--- config.mk ---
export PLATFORM = sky130hd
export DESIGN_NAME = quadrature_decoder
export DESIGN_NICKNAME = d
export VERILOG_FILES = /design/src/rtl/quadrature_decoder.sv
export SDC_FILE = /design/constraint.sdc
export NUM_CORES = 1
export LEC_CHECK = 0
export CORE_ASPECT_RATIO = 0.75
export CORE_MARGIN = 2
export CORE_UTILIZATION = 45
export DETAILED_ROUTE_END_ITERATION = 12
export GPL_TIMING_DRIVEN = 0
export PLACE_DENSITY = 0.71
export SYNTH_ARGS = -nofsm -noshare
export SYNTH_HDL_FRONTEND = slang
export SYNTH_SLANG_ARGS = --single-unit
--- constraint.sdc ---
create_clock -name clk -period 4.55 [get_ports clk]
set_input_delay 0.6825 -clock clk [delete_from_list [all_inputs] [get_ports clk]]
set_output_delay 0.6825 -clock clk [all_outputs]
set_load 0.03 [all_outputs]
--- src/rtl/quadrature_decoder.sv ---
// rtl/quadrature_decoder.sv - quadrature A/B decoder with filtering and 16-bit position count
//
// Purpose: synchronises and glitch-filters an encoder A/B pair, decodes
// legal Gray-code steps into a wrapping 16-bit up/down count, and flags
// illegal double transitions with a sticky error bit.
//
// Ports:
//   clk        rising-edge clock (sole domain)
//   reset      synchronous active-high reset
//   quad_a     encoder phase A (asynchronous)
//   quad_b     encoder phase B (asynchronous)
//   clear      zero count and error
//   load       count <= load_value
//   load_value preload value
//   count      position, wraps modulo 2^16
//   dir        direction of last valid step (1 = up)
//   step       one-cycle pulse per applied legal step
//   error      sticky illegal-transition flag
module quadrature_decoder #(
  parameter int unsigned FILTER_LEN = 3
) (
  input  logic        clk,
  input  logic        reset,
  input  logic        quad_a,
  input  logic        quad_b,
  input  logic        clear,
  input  logic        load,
  input  logic [15:0] load_value,
  output logic [15:0] count,
  output logic        dir,
  output logic        step,
  output logic        error
);

  // Stability counter saturates here; acceptance happens on the cycle the
  // counter sits at this value with the input still unchanged.
  localparam logic [3:0] CNT_MAX = 4'(FILTER_LEN - 1);

  logic [1:0]  sync1_q;
  logic [1:0]  sync2_q;
  logic [1:0]  s_prev_q;
  logic [3:0]  stab_cnt_q, stab_cnt_d;
  logic [1:0]  f_q;
  logic        init_q;
  logic [15:0] count_q, count_d;
  logic        dir_q, dir_d;
  logic        step_q, step_d;
  logic        error_q, error_d;

  logic        stable;
  logic        accept;
  logic        decode_en;
  logic [1:0]  old_idx;
  logic [1:0]  new_idx;
  logic [1:0]  delta;
  logic        fwd;
  logic        rev;
  logic        illegal;

  always_comb begin
    stable = (sync2_q == s_prev_q);

    stab_cnt_d = stab_cnt_q;
    if (!stable) begin
      stab_cnt_d = 4'd0;
    end else if (stab_cnt_q != CNT_MAX) begin
      stab_cnt_d = stab_cnt_q + 4'd1;
    end

    accept    = stable && (stab_cnt_q == CNT_MAX) && (!init_q || (sync2_q != f_q));
    decode_en = accept && init_q;

    // Map {A,B} Gray states 00,10,11,01 onto phase 0..3; the phase
    // difference mod 4 then gives +1 forward, -1 reverse, 2 illegal.
    old_idx = {f_q[0], f_q[1] ^ f_q[0]};
    new_idx = {sync2_q[0], sync2_q[1] ^ sync2_q[0]};
    delta   = new_idx - old_idx;

    fwd     = decode_en && (delta == 2'd1);
    rev     = decode_en && (delta == 2'd3);
    illegal = decode_en && (delta == 2'd2);

    count_d = count_q;
    dir_d   = dir_q;
    step_d  = 1'b0;
    error_d = error_q;

    if (fwd || rev) begin
      dir_d = fwd;
    end

    if (clear) begin
      count_d = 16'h0000;
      error_d = 1'b0;
    end else if (load) begin
      count_d = load_value;
      if (illegal) begin
        error_d = 1'b1;
      end
    end else begin
      if (fwd) begin
        count_d = count_q + 16'd1;
      end else if (rev) begin
        count_d = count_q - 16'd1;
      end
      step_d = fwd || rev;
      if (illegal) begin
        error_d = 1'b1;
      end
    end
  end

  always_ff @(posedge clk) begin
    if (reset) begin
      sync1_q    <= 2'b00;
      sync2_q    <= 2'b00;
      s_prev_q   <= 2'b00;
      stab_cnt_q <= 4'd0;
      f_q        <= 2'b00;
      init_q     <= 1'b0;
      count_q    <= 16'h0000;
      dir_q      <= 1'b1;
      step_q     <= 1'b0;
      error_q    <= 1'b0;
    end else begin
      sync1_q    <= {quad_a, quad_b};
      sync2_q    <= sync1_q;
      s_prev_q   <= sync2_q;
      stab_cnt_q <= stab_cnt_d;
      if (accept) begin
        f_q    <= sync2_q;
        init_q <= 1'b1;
      end
      count_q <= count_d;
      dir_q   <= dir_d;
      step_q  <= step_d;
      error_q <= error_d;
    end
  end

  assign count = count_q;
  assign dir   = dir_q;
  assign step  = step_q;
  assign error = error_q;

endmodule
### Yosys cells after proc, flatten, opt, wreduce, memory -nomap -nowiden

Cells that the tools add are included.

* register bits after elaboration: 32
* input port bits: 22
* output and inout port bits: 19
* word-level logic and storage cells: 40

* $add $sub $neg: 4
* eq/ne operators: 7
* muxes and demuxes: 3
* bitwise gates (word level): 3
* reduce and logical (&&, ||, !) cells: 13

Operators by type and width (count)
* 2-to-1 mux 16 bit: 3
* adder 16 x 1 -> 16 bit (second input constant): 1
* subtractor 16 x 1 -> 16 bit (second input constant): 1
* logical AND 1 bit: 6
* adder 4 x 1 -> 4 bit (second input constant): 1
* == test 2 bit (second input constant): 2
* == test 4 x 2 -> 1 bit (second input constant): 1
* != test 4 x 2 -> 1 bit (second input constant): 1
* OR reduction 2 bit: 2
* nonzero test 3 bit: 1
* OR reduction 3 bit: 1
* == test 2 x 1 -> 1 bit (second input constant): 1
* == test 2 bit: 1
* logical OR 1 bit: 2
* != test 2 bit: 1
* subtractor 2 bit: 1
* XOR 1 bit: 2
* logical NOT 1 bit: 1
* NOT 1 bit: 1

### Longest topological paths before layout

* depth in word-level cells: 8
* depth in mapped cells: 13
* depth with buffers taken out: 13

### Worst setup path after synthesis

OpenSTA, ideal clock, no wires.

* path kind: reg-to-reg
* start point: register stab_cnt_q[0]
* end point: register count_q[14], in the netlist count[14]
* library setup time: 0.132 ns
* arrival time: 3.149 ns
* data required time: 4.418 ns
* setup slack: 1.269 ns
* stages on the path, launching flop included: 14
* buffers on the path: 0
* period minus slack after synthesis: 3.281 ns
* cell sequence: dfxtp_1 > inv_1 > ha_1 > nor3b_4 > nand3_2 > nor4_4 > inv_1 > ha_1 > a21o_1 > a31o_1 > or4_1 > o22ai_1 > mux2i_1 > a21oi_1

* cells in the longest elaborated chain, start to end: 7
* elaborated cells on any way between the ends: 9
* classes of those cells: eq/ne: 1; mux: 2; reduce/logical: 6

Ends and longest elaborated chain
* from (decl): RTL line 42 `logic [3:0] stab_cnt_q, stab_cnt_d;`
* from (signal assigned): RTL line 129 `stab_cnt_q <= stab_cnt_d;`
* == test 4 x 2 -> 1 bit (*): RTL line 70 `accept = stable && (stab_cnt_q == CNT_MAX) && (!init_q || (sync2_q != f_q));`
* logical AND 1 bit (*) (2 in series): RTL line 70
* logical AND 1 bit (*): RTL line 71 `decode_en = accept && init_q;`
* logical AND 1 bit (*): RTL line 79 `fwd = decode_en && (delta == 2'd1);`
* net fwd: RTL line 56 `logic fwd;`
* 2-to-1 mux 16 bit: RTL line 101 `if (fwd) begin`
* 2-to-1 mux 16 bit: RTL line 95 `end else if (load) begin`
* to (signal assigned): RTL line 134 `count_q <= count_d;`
* to (decl): RTL line 45 `logic [15:0] count_q, count_d;`

Mark *: on every way through the listed nets, which the timed path passes. The rest lies on a longest branch.
A chain may end at the register's enable or synchronous reset.

### Worst setup path after layout

* start point: register stab_cnt_q[0]
* end point: register count_q[12], in the netlist count[12]

The elaborated chain is that of the path after synthesis.

==> flow_metrics.env <==
export IMPL_status="completed"
export IMPL_yosys_area_top_type="dfxtp_1"
export IMPL_finalHoldViolCount=0
export IMPL_yosysWarnings=0
export IMPL_core_area_um2=4490
export IMPL_cts_root_buffer="clkbuf_8"
export IMPL_antenna_cells=0
export IMPL_max_freq_mhz=258
export IMPL_clock_sinks=32
export IMPL_dieArea_um2=5250
export IMPL_netlist_area_um2=2110
export IMPL_synth_top_area_frac=0.304
export IMPL_fin_tns_setup_ns=0
export IMPL_min_period_over_period=0.851
export IMPL_maxCapViolCount=0
export IMPL_fin_crit_ns=3.87
export IMPL_tightest_slew_ns=0.761
export IMPL_hp_class="reg2reg"
export IMPL_wl_per_cell_um=14.5
export IMPL_finalPower_uw=781
export IMPL_r2r_start="stab_cnt_q[0]"
export IMPL_synth_nets=293
export IMPL_r2r_cells=13
export IMPL_chipHeight_um=63.3
export IMPL_drtIter0Drc=115
export IMPL_max_stage_delay_ns=0.47
export IMPL_crit_start="stab_cnt_q[0]"
export IMPL_cpMostUsedCell="a21oi_1"
export IMPL_grt_first_pass_wirelength_um=8820
export IMPL_synth_edf_count=0
export IMPL_power_density_nw_per_um2=290
export IMPL_setup_viol=0
export IMPL_gp_congestion=0.883
export IMPL_seqPwrFrac=0.387
export IMPL_vias=1967
export IMPL_cts_setup_buffers=0
export IMPL_firstDrtPassIters=4
export IMPL_power_leakage_uw=0.00110
export IMPL_combPwrFrac=0.218
export IMPL_cts_buffers_inserted=5
export IMPL_synth_seq_area_share=0.304
export IMPL_start_util=0.469
export IMPL_grt_ovfl_total=0
export IMPL_cts_tree="yes"
export IMPL_cts_hold_buf=0
export IMPL_slew_headroom=0.491
export IMPL_antenna_found_initial=0
export IMPL_async_flop_share=0
export IMPL_skew_ns=0.00812
export IMPL_ys_seq_elements=32
export IMPL_synth_area_leaders="dfxtp_1 (30%), ha_1 (11%), a21oi_1 (6.9%)"
export IMPL_multi_input_area_um2=1400
export IMPL_switchingPower_uw=216
export IMPL_arrival_ns=4.05
export IMPL_dpl_hpwl_um=3630
export IMPL_path_class="reg2reg"
export IMPL_rsz0062_at_grt="false"
export IMPL_num_rows=21
export IMPL_cp_start_kind="register"
export IMPL_regToRegSetupSlack_ns=0.68
export IMPL_netlist_instances=251
export IMPL_syn_to_final_growth_pct=27.9
export IMPL_crit_required_ns=4.73
export IMPL_drc_errors=0
export IMPL_synth_main_ff_cell="dfxtp_1"
export IMPL_clkLatencyLatePin_ns=0.29
export IMPL_die_w_um=83.0
export IMPL_critPathCapture="count[12]"
export IMPL_synth_distinct_cells=52
export IMPL_synth_area_per_cell_um2=8.39
export IMPL_grt_pass1_vias=1868
export IMPL_drive_gt1_frac=0.0671
export IMPL_track_usage=0.203
export IMPL_avgViaCountPerCell=5.54
export IMPL_crit_slowest_cell="ha_1"
export IMPL_cts_buffer_depth=2
export IMPL_io_buffers=39
export IMPL_fill_cells=414
export IMPL_p_clk_frac=0.395
export IMPL_cp_end_kind="register"
export IMPL_grt_max_degree=17
export IMPL_htree_levels=2
export IMPL_ir_drop_v=0.000165
export IMPL_seqCellArea_um2=641
export IMPL_path_clk_slew_ns=0.07
export IMPL_p_int_uw=565
export IMPL_postRouteWirelength_um=5150
export IMPL_ant_nets=0
export IMPL_cts_resized=0
export IMPL_cp_max_fo=16
export IMPL_slew_viol_final=0
export IMPL_finalNetCount=339
export IMPL_path_cells="inv_1, ha_1, nor3b_4, nand3_2, nor4_4, inv_1, ha_1, a21o_1, a21oi_1, a21oi_1, o41ai_1, mux2i_1, a21oi_1"
export IMPL_r2r_end="count[12]"
export IMPL_holdPathStages=1
export IMPL_ios=41
export IMPL_switching_share=0.276
## worst max-delay path: cells and delay by family (launching register included)
family	cells	cell delay, ns
multiplexers	1	0.23
buffers and inverters	2	0.45
flip-flops	1	0.33
AO/OA/AOI/OAI	5	1.19
AND/OR/NAND/NOR	3	0.94
adder cells (fa/ha/maj)	2	0.62
## how the worst min path moves through the flow
stage / to / from / slack, ns
floorplan: sync2_q[0] / sync1_q[0] / 0.41
global placement: sync2_q[0] / sync1_q[0] / 0.42
detailed placement: sync2_q[0] / sync1_q[0] / 0.43
CTS: sync2_q[0] / sync1_q[0] / 0.44
global route: init_q / init_q / 0.47
finish: sync2_q[0] / sync1_q[0] / 0.44
## Yosys cell counts (all sizes together), types with 2 or more instances
master and number:
o211ai 4, nor2 26, a211oi 3, inv 5, nand4 3, nor3 7
nand2 20, a31oi 3, nand3 5, dfxtp 32, xor2 7, clkbuf 3
a21o 6, or3 3, buf 5, a31o 2, a21oi 29, and2 2
mux2i 8, nand3b 2, o21ai 18, nor2b 9, ha 19, xnor2 10
## cells by family after synthesis
| kind of cell | share of synthesized area |
|---|---|
| fa+ha+maj | 0.122 |
| xor+xnor | 0.0742 |
| compound gates | 0.221 |
| buf+inv | 0.0297 |
| simple gates | 0.211 |
| mux | 0.0380 |
| flops | 0.304 |
## sequential cells by signal (all words and copies together), names as in the netlist
signal and count:
count 16, dir 1, error 1, f_q 2, init_q 1, s_prev_q 2, stab_cnt_q 4, step 1
sync1_q 2, sync2_q 2
## routing by layer
| layer | wire length (um) | global-route usage | share of wire |
|---|---|---|---|
| met1 | 2590 | 0.294 | 0.50 |
| met2 | 2210 | 0.307 | 0.43 |
| met3 | 318 | 0.0446 | 0.062 |
| met4 | 42 | 0.0492 | 0.0082 |
| met5 | 0 | 0 | 0 |
## power groups by stage
stage                     Clock [uW]  Sequential (uW)  Combinational (uW)
final                            308              303                 170
after global placement             0              308                 166
after floorplan                    0              318                 107
after global routing             325              304                 187
after detailed placement           0              309                 167
after CTS                        313              302                 169
## stage by stage
| stage | util | setup WS (ns) | hold WS (ns) | instance area (um2) | instances |
|---|---|---|---|---|---|
| CTS | 0.600 | 0.689 | 0.444 | 2700 | 355 |
| detailed placement | 0.572 | 0.723 | 0.427 | 2570 | 347 |
| floorplan | - | 1.27 | 0.414 | 2110 | 251 |
| global route | 0.600 | 0.331 | 0.470 | 2700 | 355 |
| finish | 0.600 | 0.680 | 0.442 | 2700 | 355 |
| global placement | 0.572 | 0.768 | 0.416 | 2570 | 347 |
## area by class of cell
type / count / area share
multi-input cells: 205 / 0.521
plain buffers: 8 / 0.0149
repair buffers: 39 / 0.145
inverters: 6 / 0.00836
clock inverters: 1 / 0.0111
well taps: 57 / 0.0265
flip-flops and latches: 32 / 0.238
clock buffers: 7 / 0.0357
## layout by cell type (no fill, tap or decap), types with 3 or more instances in the layout
master,synthesis,routed
nand3_1,4,4
ha_1,19,19
o211ai_1,4,4
inv_1,5,5
clkdlybuf4s50_1,0,39
or3_1,3,3
clkbuf_1,3,3
nor3_1,5,5
mux2i_1,8,8
xor2_1,6,6
a21o_1,6,6
clkbuf_8,0,7
o21ai_0,15,15
nor2b_1,9,9
nand4_1,3,3
dfxtp_1,32,32
a211oi_1,3,3
a21oi_1,29,29
nor2_1,26,26
nand2_1,20,20
xnor2_1,10,10
a31oi_1,3,3
No activity file was read; power rests on OpenSTA's default activity.
